**config.mk**
```make
export PLATFORM = sky130hd
export DESIGN_NAME = hazard_ctrl
export DESIGN_NICKNAME = d
export VERILOG_FILES = /design/src/rtl/hazard_ctrl.sv
export SDC_FILE = /design/constraint.sdc
export NUM_CORES = 1
export LEC_CHECK = 0
export CORE_AREA = 2 2 67 69
export DETAILED_ROUTE_END_ITERATION = 10
export DIE_AREA = 0 0 69 71
export PLACE_DENSITY = 0.72
export REMOVE_ABC_BUFFERS = 1
export SLEW_MARGIN = 15
export SYNTH_ARGS = -nofsm -noshare
export SYNTH_HDL_FRONTEND = slang
export SYNTH_SLANG_ARGS = --single-unit
```
**constraint.sdc**
```tcl
create_clock -name clk -period 4.1 [get_ports clk]
set_input_delay 0.82 -clock clk [delete_from_list [all_inputs] [get_ports clk]]
set_output_delay 0.82 -clock clk [all_outputs]
set_load 0.005 [all_outputs]
```
**src/rtl/hazard_ctrl.sv**
```systemverilog
// Hazard and control unit for the 5-stage pipeline: stalls, bubbles,
// flushes, mult/div tracking, precise interrupt take and stall counter.
module hazard_ctrl #(
   parameter int AW         = 5,
   parameter int LINK_REG   = 31,
   parameter int MD_LAT     = 32,
   parameter int BR_FWD_MEM = 1,
   parameter int CW         = 16
) (
   input  logic          clk,
   input  logic          reset,
   input  logic [AW-1:0] rs_id,
   input  logic [AW-1:0] rt_id,
   input  logic          branch_id,
   input  logic          jr_id,
   input  logic [2:0]    pcsrc_id,
   input  logic          md_use_id,
   input  logic          memread_ex,
   input  logic          regwrite_ex,
   input  logic [AW-1:0] wa_ex,
   input  logic          md_start_ex,
   input  logic          memread_mem,
   input  logic          regwrite_mem,
   input  logic          link_mem,
   input  logic [AW-1:0] wa_mem,
   input  logic          irq,
   input  logic          perf_clr,
   output logic          stall,
   output logic          bubble_ex,
   output logic          flush_id,
   output logic          flush_all,
   output logic          irq_take,
   output logic          md_busy,
   output logic [CW-1:0] stall_cnt
);

   localparam int MW = $clog2(MD_LAT + 1);
   localparam logic [AW-1:0] LinkReg = AW'(LINK_REG);
   localparam logic [MW-1:0] MdLoad = MW'(MD_LAT);
   localparam logic BrFwd = (BR_FWD_MEM != 0);

   typedef enum logic [1:0] {
      IDLE,
      PEND,
      TAKE,
      WAITLOW
   } irqState_t;

   irqState_t state, stateNxt;
   logic [MW-1:0] mdCnt;
   logic [CW-1:0] stallCnt;

   logic rsNz, rtNz;
   logic rsLoad, rtLoad;
   logic rsBr, rtBr;
   logic hzMd, hz;
   logic take, mdBusy, stallInt;

   assign rsNz = |rs_id;
   assign rtNz = |rt_id;

   assign rsLoad = rsNz && memread_ex && (wa_ex == rs_id);
   assign rtLoad = rtNz && memread_ex && (wa_ex == rt_id);

   // Sources the ID-stage compare cannot yet see through forwarding
   assign rsBr = rsNz && ((regwrite_ex && (wa_ex == rs_id))
              || (memread_mem && (wa_mem == rs_id))
              || (link_mem && (rs_id == LinkReg))
              || (!BrFwd && regwrite_mem && (wa_mem == rs_id)));
   assign rtBr = rtNz && ((regwrite_ex && (wa_ex == rt_id))
              || (memread_mem && (wa_mem == rt_id))
              || (link_mem && (rt_id == LinkReg))
              || (!BrFwd && regwrite_mem && (wa_mem == rt_id)));

   assign mdBusy = (mdCnt != '0);
   assign hzMd = md_use_id && (mdBusy || md_start_ex);

   assign hz = rsLoad || rtLoad
            || (branch_id && (rsBr || rtBr))
            || (jr_id && rsBr)
            || hzMd;

   assign take = (state == TAKE);
   assign stallInt = hz && !take;

   assign stall     = reset && stallInt;
   assign bubble_ex = reset && stallInt;
   assign flush_id  = reset && (pcsrc_id != 3'd0)
                    && !stallInt && !take;
   assign flush_all = reset && take;
   assign irq_take  = reset && take;
   assign md_busy   = reset && mdBusy;
   assign stall_cnt = stallCnt;

   always_comb begin
      stateNxt = state;
      unique case (state)
         IDLE:    if (irq) stateNxt = PEND;
         PEND: begin
            if (!irq)
               stateNxt = IDLE;
            else if (!hz && (pcsrc_id == 3'd0) && !mdBusy)
               stateNxt = TAKE;
         end
         TAKE:    stateNxt = WAITLOW;
         WAITLOW: if (!irq) stateNxt = IDLE;
         default: stateNxt = IDLE;
      endcase
   end

   always_ff @(posedge clk or negedge reset) begin
      if (!reset)
         state <= IDLE;
      else
         state <= stateNxt;
   end

   // An issuing mult/div in TAKE is being flushed, so it never loads
   always_ff @(posedge clk or negedge reset) begin
      if (!reset)
         mdCnt <= '0;
      else if (md_start_ex && !take)
         mdCnt <= MdLoad;
      else if (mdBusy)
         mdCnt <= mdCnt - MW'(1);
   end

   always_ff @(posedge clk or negedge reset) begin
      if (!reset)
         stallCnt <= '0;
      else if (perf_clr)
         stallCnt <= '0;
      else if (stallInt && !(&stallCnt))
         stallCnt <= stallCnt + CW'(1);
   end

endmodule
```
======== Word level (Yosys, flattened, before mapping) ========
Index checks and enable logic that the tools add are counted.
operators by class
  eq/ne operators ......................... 12
  reduce and logical (&&, ||, !) cells .... 51
  add/subtract/negate cells ............... 2
  mux-type cells .......................... 9
operators by type and width
  kind                   count
  $mux 16                2
  $logic_and 1x1->1      26
  $eq 5x5->1             4
  $add 16x1->16 const B  1
  $reduce_and 16->1      1
  $mux 6                 2
  $eq 5x5->1 const B     2
  $logic_or 1x1->1       10
  $reduce_or 5->1        2
  $mux 2                 4
  $pmux 2 s4             1
  $reduce_bool 6->1      1
  $sub 6x1->6 const B    1
  $logic_not 1->1        5
  $eq 2x2->1 const B     2
  $ne 2x2->1 const B     2
  $reduce_bool 2->1      2
  $logic_not 3->1        1
  $ne 3x3->1 const B     1
  $reduce_and 3->1       1
  $reduce_bool 3->1      1
  $eq 2x1->1 const B     1
  $logic_not 2->1        1
word-level totals
  logic and storage cells ................. 77
  output and inout bits ................... 22
  input bits .............................. 36
  bits in registers ....................... 24

======== Longest topological paths before layout ========
Gate-level depths: netlist of the first run.
  depth in word-level cells ............... 16
  depth in mapped cells ................... 10
  gate-level depth less buffers ........... 8

======== Worst setup path before layout of the first run ========
Ideal clock, no wire load.
  kind .................................... in2out
  start ................................... input rt_id[4]
  end ..................................... output stall
  cell stages on the path ................. 7
  slack ................................... 1373 ps
  data arrival time ....................... 1907 ps
  required time ........................... 3280 ps
  path buffers ............................ 1
  path through ............................ xor2_1 -> nor4_1 -> nand4_1 -> a21oi_2 -> nor2_1 -> nor2_1 -> buf_4
on the way
  cells in the longest elaborated chain, start to end .. 12
  elaborated cells between the ends (all ways) .. 20
  those cells by class .................... eq/ne (3); reduce/logical (17)
RTL lines
  what                                  RTL line    text
  from (decl)                           13          input logic [AW-1:0] rt_id,
  $eq 5x5->1 (on tied branches)         63, 70, 71
  $logic_and 1x1->1 (on tied branches)  70, 71
  $logic_or 1x1->1                      71          || (memread_mem && (wa_mem == rt_id))
  $logic_or 1x1->1                      72          || (link_mem && (rt_id == LinkReg))
  $logic_and 1x1->1                     70          assign rtBr = rtNz && ((regwrite_ex && (wa_ex == rt_id))
  $logic_or 1x1->1                      79          || (branch_id && (rsBr || rtBr))
  $logic_and 1x1->1                     79
  $logic_or 1x1->1 (*)                  79
  $logic_or 1x1->1 (*)                  80          || (jr_id && rsBr)
  $logic_or 1x1->1 (*)                  81          || hzMd;
  $logic_and 1x1->1 (*)                 84          assign stallInt = hz && !take;
  $logic_and 1x1->1 (*)                 -
  to (decl)                             28          output logic stall,
Mark *: on every way between the ends. The rest lies on a longest branch, timed or not.

======== Final worst setup path of the first run ========
  start ................................... input rt_id[4]
  end ..................................... output bubble_ex
on the way
  cells in the longest elaborated chain, start to end .. 12
  elaborated cells between the ends (all ways) .. 20
  those cells by class .................... eq/ne (3); reduce/logical (17)
RTL lines
  what                                  RTL line    text
  $eq 5x5->1 (on tied branches)         63, 70, 71
  $logic_and 1x1->1 (on tied branches)  70, 71
  $logic_or 1x1->1                      71
  $logic_or 1x1->1                      72
  $logic_and 1x1->1                     70
  $logic_or 1x1->1                      79
  $logic_and 1x1->1                     79
  $logic_or 1x1->1 (*)                  79
  $logic_or 1x1->1 (*)                  80
  $logic_or 1x1->1 (*)                  81
  $logic_and 1x1->1 (*)                 84
  $logic_and 1x1->1 (*)                 87          assign bubble_ex = reset && stallInt;
  to (decl)                             29          output logic bubble_ex,
Marked as above.

==> qor.yml, run 1 <==
global_route:
  grt_overflow_total: 0
  grt_start_max_net_pins: 30
  antenna_found_initial: 0
  globalRouteTotalUtil_pct: 17.95
  grt_pass1_wl_mm: 7.245
  grt_pass1_vias: 1562
sta:
  report.final.setup_viol: 0
  unrepaired_setup_endpoints_after_global_routing: "false"
  timing_worst_slew_pin_value_ps: 1047
  final_count_of_hold_timing_violations: 0
  slew_headroom_pct: 29.99
  fin_ws_ps: 244.5
  fmax_mhz: 259.4
  report.final.slew_viol_count: 0
  min_period_over_period_pct: 94.04
  finalWorstPathRequiredPeriod_ps: 3855
  timing.hold.ws_ps: 548.3
  fin_setup_tns_ps: 0
  clock_skew_ps: 1.907
worst_setup_path:
  critPathMaxFanout: 4
  cp_data_arrival_time_ps: 3040
  critical_path.reg2reg.endpoint: "stall_cnt[6]"
  critPathKind: "in2out"
  timing.critical_path.required_ps: 3280
  critical_path.startpoint_type: "input pin"
  timing.critical_path.slowest_cell_delay_ps: 530
  worst_setup_path_end_kind: "primary output"
  ff_to_ff_path_depth: 8
  r2r_slack_ps: 1520
  worstPathCellList: "clkdlybuf4s50_1 > xor2_1 > nor4_1 > nand3_1 > a21oi_2 > nor2_1 > nor2_1 > clkdlybuf4s50_1"
  startpoint_of_the_worst_register_to_register_path: "mdCnt[0]"
  slowest_stage: "sky130_fd_sc_hd__clkdlybuf4s50_1"
place:
  hpwl_mm: 3.178
  place.gp.congestion: 0.8257
  pre_cts_ws_ps: 266.9
  io_buffers: 56
flow_run:
  max_cap_violations: 0
finish:
  num-nets-final: 287
  final_core_util_pct: 54.67
  area.growth.synth_to_final_pct: 40.34
  antennaDiodeCount: 0
  fillers: 388
  post_route_cells_drive_above_1_share_pct: 4.453
  final_cell_mix: "sky130_fd_sc_hd__clkdlybuf4s50_1 (56), sky130_fd_sc_hd__dfrtp_1 (24), sky130_fd_sc_hd__nor2_1 (20)"
  commonest_non_fill_non_tap_cell_in_the_layout: "sky130_fd_sc_hd__clkdlybuf4s50_1"
clocking:
  worstSkewPairLatency_ps: 270
  ctsLongestPathBuffers: 2
  root_buffer: "sky130_fd_sc_hd__clkbuf_8"
  postCtsHoldBufs: 0
  ctsResizeCount: 0
  tritoncts: "built"
  post-cts-setup-buffers: 0
  tritoncts_num_sinks: 24
  htreeDepth: 1
  cts-buffers-inserted: 3
  clock_edge_transition_at_the_registers_on_the_reported_setup_and_hold_paths_ps: 80
die:
  rows: 24
  start_util_pct: 38.96
  die_area_sq_um: 4899
  fp.dieH_um: 71
  core_area_sq_um: 4204
  top_level_ports: 58
  fp.dieW_um: 69
synthesis:
  ys.warnings.count: 0
  synth_seq_area_share_pct: 36.67
  syn-instance-count: 194
  synth_seq_cells: 24
  synth.distinct_cells: 37
  synth_area_leader_cell: "sky130_fd_sc_hd__dfrtp_1"
  synth.avg_cell_area_sq_um: 8.442
  netlist_top_cells_area: "sky130_fd_sc_hd__dfrtp_1 (37%), sky130_fd_sc_hd__xor2_1 (7.5%), sky130_fd_sc_hd__xnor2_1 (5.3%)"
  synthesis.area_sq_um: 1638
  synth_top_area_share_pct: 36.67
power_and_ir_drop:
  power.sequential.fraction_pct: 39.9
  report.power.total_mw: 0.7215
  power_leakage_nw: 0.8680
  vdd_drop_max_mv: 0.1830
  switching_share_pct: 29.07
  powerDensity_nw_per_um2: 313.9
  internal_power_mw: 0.5118
  p_switching_mw: 0.2097
  share_comb_of_total_power_pct: 31.6
  power.clock.fraction_pct: 28.5
drt:
  postRouteAntennaNets: 0
  drc_errors: 0
  viasPerCell: 5.435
  dr_total_vias: 1625
  drt_pass1_iterations: 4
  detail_route.wirelength_mm: 4.221
  wl_per_cell_um: 14.12
  detailed_router_s_first_iteration_violation_count: 37
hold_path:
  hold_path_end: "state[0]"
  hold_path_class: "reg2reg"
  holdPathStages: 1
status:
  outcome: "completed"
[power groups by stage]
stage / combinational, mW / sequential, mW / clock [mW]
final: 0.228 / 0.288 / 0.206
after global routing: 0.259 / 0.293 / 0.221
after CTS: 0.230 / 0.288 / 0.211
after detailed placement: 0.228 / 0.293 / 0
after global placement: 0.223 / 0.292 / 0
after floorplan: 0.136 / 0.288 / 0
[flip-flops by register name (all words and copies together), names as in the netlist, named ones only]
signal,cells
state,1
stall_cnt,16
mdCnt,6
[metal layers]
| layer | vias up | global-route usage, % | share of wire, % |
|---|---|---|---|
| met5 | - | 0 | 0 |
| met4 | 0 | 5.664 | 1.5 |
| met3 | 7 | 3.704 | 6.6 |
| met2 | 52 | 28.85 | 45 |
| met1 | 759 | 24.42 | 47 |
| li1 | 807 | - | - |
[worst max-delay path by stage]
stage	from	end	slack [ps]	depth (start not counted)
2_1_floorplan	rt_id[4]	stall_cnt[7]	1450	7
3_3_place_gp	rt_id[4]	stall	280	8
3_5_place_dp	rt_id[4]	bubble_ex	270	8
4_1_cts	rt_id[4]	bubble_ex	260	8
5_1_grt	rt_id[4]	bubble_ex	80	8
6_report	rt_id[4]	bubble_ex	240	8
[logic make-up after synthesis]
group / after synthesis / share of synthesized area [%]
simple gates: 89 / 28.42
compound gates: 38 / 14.21
xor+xnor: 24 / 12.83
flops: 24 / 36.67
buf+inv: 14 / 4.278
fa+ha+maj: 3 / 2.292
mux: 2 / 1.299
[Yosys cell counts]
cell / count
sky130_fd_sc_hd__mux2i_1: 1
sky130_fd_sc_hd__dfrtp_1: 24
sky130_fd_sc_hd__or4_1: 7
sky130_fd_sc_hd__o211ai_2: 1
sky130_fd_sc_hd__nand4b_1: 1
sky130_fd_sc_hd__or3_1: 10
sky130_fd_sc_hd__nand3_1: 7
sky130_fd_sc_hd__ha_1: 3
sky130_fd_sc_hd__xor2_1: 14
sky130_fd_sc_hd__buf_2: 2
sky130_fd_sc_hd__or2_2: 1
sky130_fd_sc_hd__buf_6: 1
sky130_fd_sc_hd__and3_1: 3
sky130_fd_sc_hd__clkbuf_1: 3
sky130_fd_sc_hd__nor2b_1: 2
sky130_fd_sc_hd__or3b_2: 1
sky130_fd_sc_hd__a21boi_0: 1
sky130_fd_sc_hd__nand2_1: 15
sky130_fd_sc_hd__o21bai_1: 1
sky130_fd_sc_hd__nand2b_1: 3
sky130_fd_sc_hd__xnor2_1: 10
sky130_fd_sc_hd__buf_4: 2
sky130_fd_sc_hd__nand4_1: 7
sky130_fd_sc_hd__nor2_1: 20
sky130_fd_sc_hd__a211oi_1: 1
sky130_fd_sc_hd__nor3_1: 7
sky130_fd_sc_hd__o211ai_1: 2
sky130_fd_sc_hd__a22o_1: 1
sky130_fd_sc_hd__buf_1: 1
sky130_fd_sc_hd__a21oi_2: 1
sky130_fd_sc_hd__o21ai_0: 7
sky130_fd_sc_hd__a21oi_1: 17
sky130_fd_sc_hd__nor4_1: 4
sky130_fd_sc_hd__inv_1: 5
sky130_fd_sc_hd__mux2_2: 1
sky130_fd_sc_hd__and2_1: 1
sky130_fd_sc_hd__o31ai_1: 6
[critical path: cells and delay by family]
family / cells / cell delay (ps)
compound gates: 1 / 210
xor+xnor: 1 / 180
simple gates: 4 / 790
buf+inv: 2 / 1030
[final cells by class]
class | count | area, sq um | share of cell area (%)
clock inverters | 1 | 30.03 | 1.306
well taps | 52 | 65.06 | 2.831
repair buffers | 58 | 575.6 | 25.04
clock buffers | 3 | 41.29 | 1.796
inverters | 5 | 18.77 | 0.8166
multi-input cells | 156 | 967.2 | 42.08
flip-flops and latches | 24 | 600.6 | 26.13
[metrics by stage]
stage	cell area (sq um)	instances
floorplan	1587	185
global placement	2227	295
detailed placement	2227	295
CTS	2298	299
global route	2298	299
finish	2298	299
Power figures use the tool's default switching activity.
==> run 2: changes to the inputs <==
- CAP_MARGIN: not set -> 0
==> results of run 2 <==
Final layout, timing and power as in run 1 (identical DEF).
==> run 3: changes to the inputs <==
- CELL_PAD_IN_SITES_DETAIL_PLACEMENT: not set -> 1
- CELL_PAD_IN_SITES_GLOBAL_PLACEMENT: not set -> 2
- CORE_AREA: 2 2 67 69 -> 2 2 81 83
- DIE_AREA: 0 0 69 71 -> 0 0 83 85
- PLACE_DENSITY: 0.72 -> not set
- PLACE_DENSITY_LB_ADDON: not set -> 0.1
==> run 3 against run 2 <==
Effect of this change:
- hold slack gained 3.8 ps
- die area up 44%
- sequential power is essentially flat
- non-clock buffer count unchanged
- sequential share of layout area shrank 0.35 points
- highest routed layer unchanged
- routed wire length increased by 15%
==> qor.yml, run 3 (synthesized netlist as in run 1, its figures left out) <==
status:
  outcome: "completed"
power_and_ir_drop:
  vdd_drop_max_mv: 0.1484
  p_switching_mw: 0.2226
  switching_share_pct: 30.23
  power_leakage_nw: 0.8680
  power.clock.fraction_pct: 29.0
  share_comb_of_total_power_pct: 31.7
  power.sequential.fraction_pct: 39.3
  report.power.total_mw: 0.7364
  powerDensity_nw_per_um2: 316.1
  internal_power_mw: 0.5138
place:
  io_buffers: 56
  place.gp.congestion: 0.7365
  placed_cell_area_sq_um: 2258
  placed_cells: 320
  pre_cts_ws_ps: 243.6
  hpwl_mm: 3.686
worst_setup_path:
  slowest_stage: "sky130_fd_sc_hd__clkdlybuf4s50_1"
  critical_path.reg2reg.endpoint: "stall_cnt[1]"
  worstPathCellList: "clkdlybuf4s50_1 > xor2_1 > nor4_1 > nand4_1 > a21oi_2 > nor2_1 > nor2_1 > clkdlybuf4s50_1"
  critical_path.startpoint_type: "input pin"
  startpoint_of_the_worst_register_to_register_path: "mdCnt[0]"
  cp_data_arrival_time_ps: 3020
  ff_to_ff_path_depth: 9
  cp_top_family: "buffers and inverters"
  timing.critical_path.required_ps: 3280
  timing.critical_path.buf_inv: 2
  critPathMaxFanout: 4
  path_depth: 8
  timing.critical_path.slowest_cell_delay_ps: 520
  r2r_slack_ps: 1550
  critPathKind: "in2out"
  worst_setup_path_end_kind: "primary output"
finish:
  finalInstanceArea_sq_um: 2330
  final_core_util_pct: 37.55
  largest_register_ffs: 16
  final_cell_mix: "sky130_fd_sc_hd__clkdlybuf4s50_1 (56), sky130_fd_sc_hd__dfrtp_1 (24), sky130_fd_sc_hd__nor2_1 (20)"
  layout.cells.non_filler: 324
  area.growth.synth_to_final_pct: 42.25
  antennaDiodeCount: 0
  num-nets-final: 287
  commonest_non_fill_non_tap_cell_in_the_layout: "sky130_fd_sc_hd__clkdlybuf4s50_1"
  post_route_cells_drive_above_1_share_pct: 4.453
hold_path:
  hold_path_end: "state[0]"
  holdPathStages: 1
  hold_path_class: "reg2reg"
die:
  fp.dieH_um: 85
  start_util_pct: 26.40
  top_level_ports: 58
  rows: 29
  core_area_sq_um: 6205
  fp.dieW_um: 83
  die_area_sq_um: 7055
drt:
  detail_route.wirelength_mm: 4.838
  drc_errors: 0
  wl_per_cell_um: 14.93
  detailed_router_s_first_iteration_violation_count: 32
  dr_total_vias: 1641
  drt_pass1_iterations: 4
  postRouteAntennaNets: 0
  viasPerCell: 5.065
sta:
  timing.hold.ws_ps: 552.1
  min_period_over_period_pct: 93.64
  finalWorstPathRequiredPeriod_ps: 3839
  clock_skew_ps: 6.803
  fmax_mhz: 260.5
  slew_headroom_pct: 47.09
  final_count_of_hold_timing_violations: 0
  fin_setup_tns_ps: 0
  unrepaired_setup_endpoints_after_global_routing: "false"
  fin_ws_ps: 261.0
  timing_worst_slew_pin_value_ps: 791.3
  report.final.setup_viol: 0
  report.final.slew_viol_count: 0
global_route:
  grt_pass1_wl_mm: 8.266
  antenna_found_initial: 0
  grt_overflow_total: 0
  grt_start_max_net_pins: 23
  grt_pass1_vias: 1672
  globalRouteTotalUtil_pct: 14.10
flow_run:
  max_cap_violations: 0
clocking:
  ctsLongestPathBuffers: 2
  tritoncts_num_sinks: 24
  worstSkewPairLatency_ps: 280
  tritoncts: "built"
  clock_edge_transition_at_the_registers_on_the_reported_setup_and_hold_paths_ps: 90
  root_buffer: "sky130_fd_sc_hd__clkbuf_8"
  ctsResizeCount: 0
  htreeDepth: 1
  cts-buffers-inserted: 3
  postCtsHoldBufs: 0
  post-cts-setup-buffers: 0
run 3: cell counts in the layout (fill, tap and decap cells not counted):
No cell type changed its count.
run 3: worst reg2reg max path: stages (launching register included):
cell and delay, ps:
sky130_fd_sc_hd__dfrtp_1 390, sky130_fd_sc_hd__inv_1 110, sky130_fd_sc_hd__ha_1 180, sky130_fd_sc_hd__nand4b_1 110, sky130_fd_sc_hd__a211oi_1 240, sky130_fd_sc_hd__o211ai_1 190, sky130_fd_sc_hd__o211ai_2 670, sky130_fd_sc_hd__buf_4 290
sky130_fd_sc_hd__mux2i_1 190, sky130_fd_sc_hd__nor2_1 50
run 3: area by class of cell:
type	count	area, sq um
inverter	5	18.77
sequential	24	600.6
timing repair buffer	58	575.6
tap	77	96.34
clock inverter	1	30.03
clock buffer	3	41.29
multi-input combinational	156	967.2
fill	717	3875
run 3: power groups by stage:
stage	Clock (mW)	Sequential [mW]	Combinational (mW)
final	0.213	0.289	0.234
after global routing	0.227	0.295	0.265
after CTS	0.219	0.290	0.239
after detailed placement	0	0.295	0.236
after global placement	0	0.294	0.234
after floorplan	0	0.288	0.136
run 3: worst max-delay path by stage:
stage	startpoint	end	slack, ps
finish	rt_id[4]	bubble_ex	260
CTS	rt_id[4]	bubble_ex	230
floorplan	rt_id[4]	stall_cnt[7]	1450
global placement	rt_id[4]	stall	220
global route	rt_id[1]	stall	80
detailed placement	rt_id[4]	bubble_ex	240
run 3: metal layers:
| layer | GRT usage (%) | share of wire (%) |
|---|---|---|
| met1 | 19.94 | 49 |
| met2 | 22.36 | 46 |
| met3 | 3.113 | 4.0 |
| met4 | 2.683 | 0.74 |
| met5 | 0 | 0 |
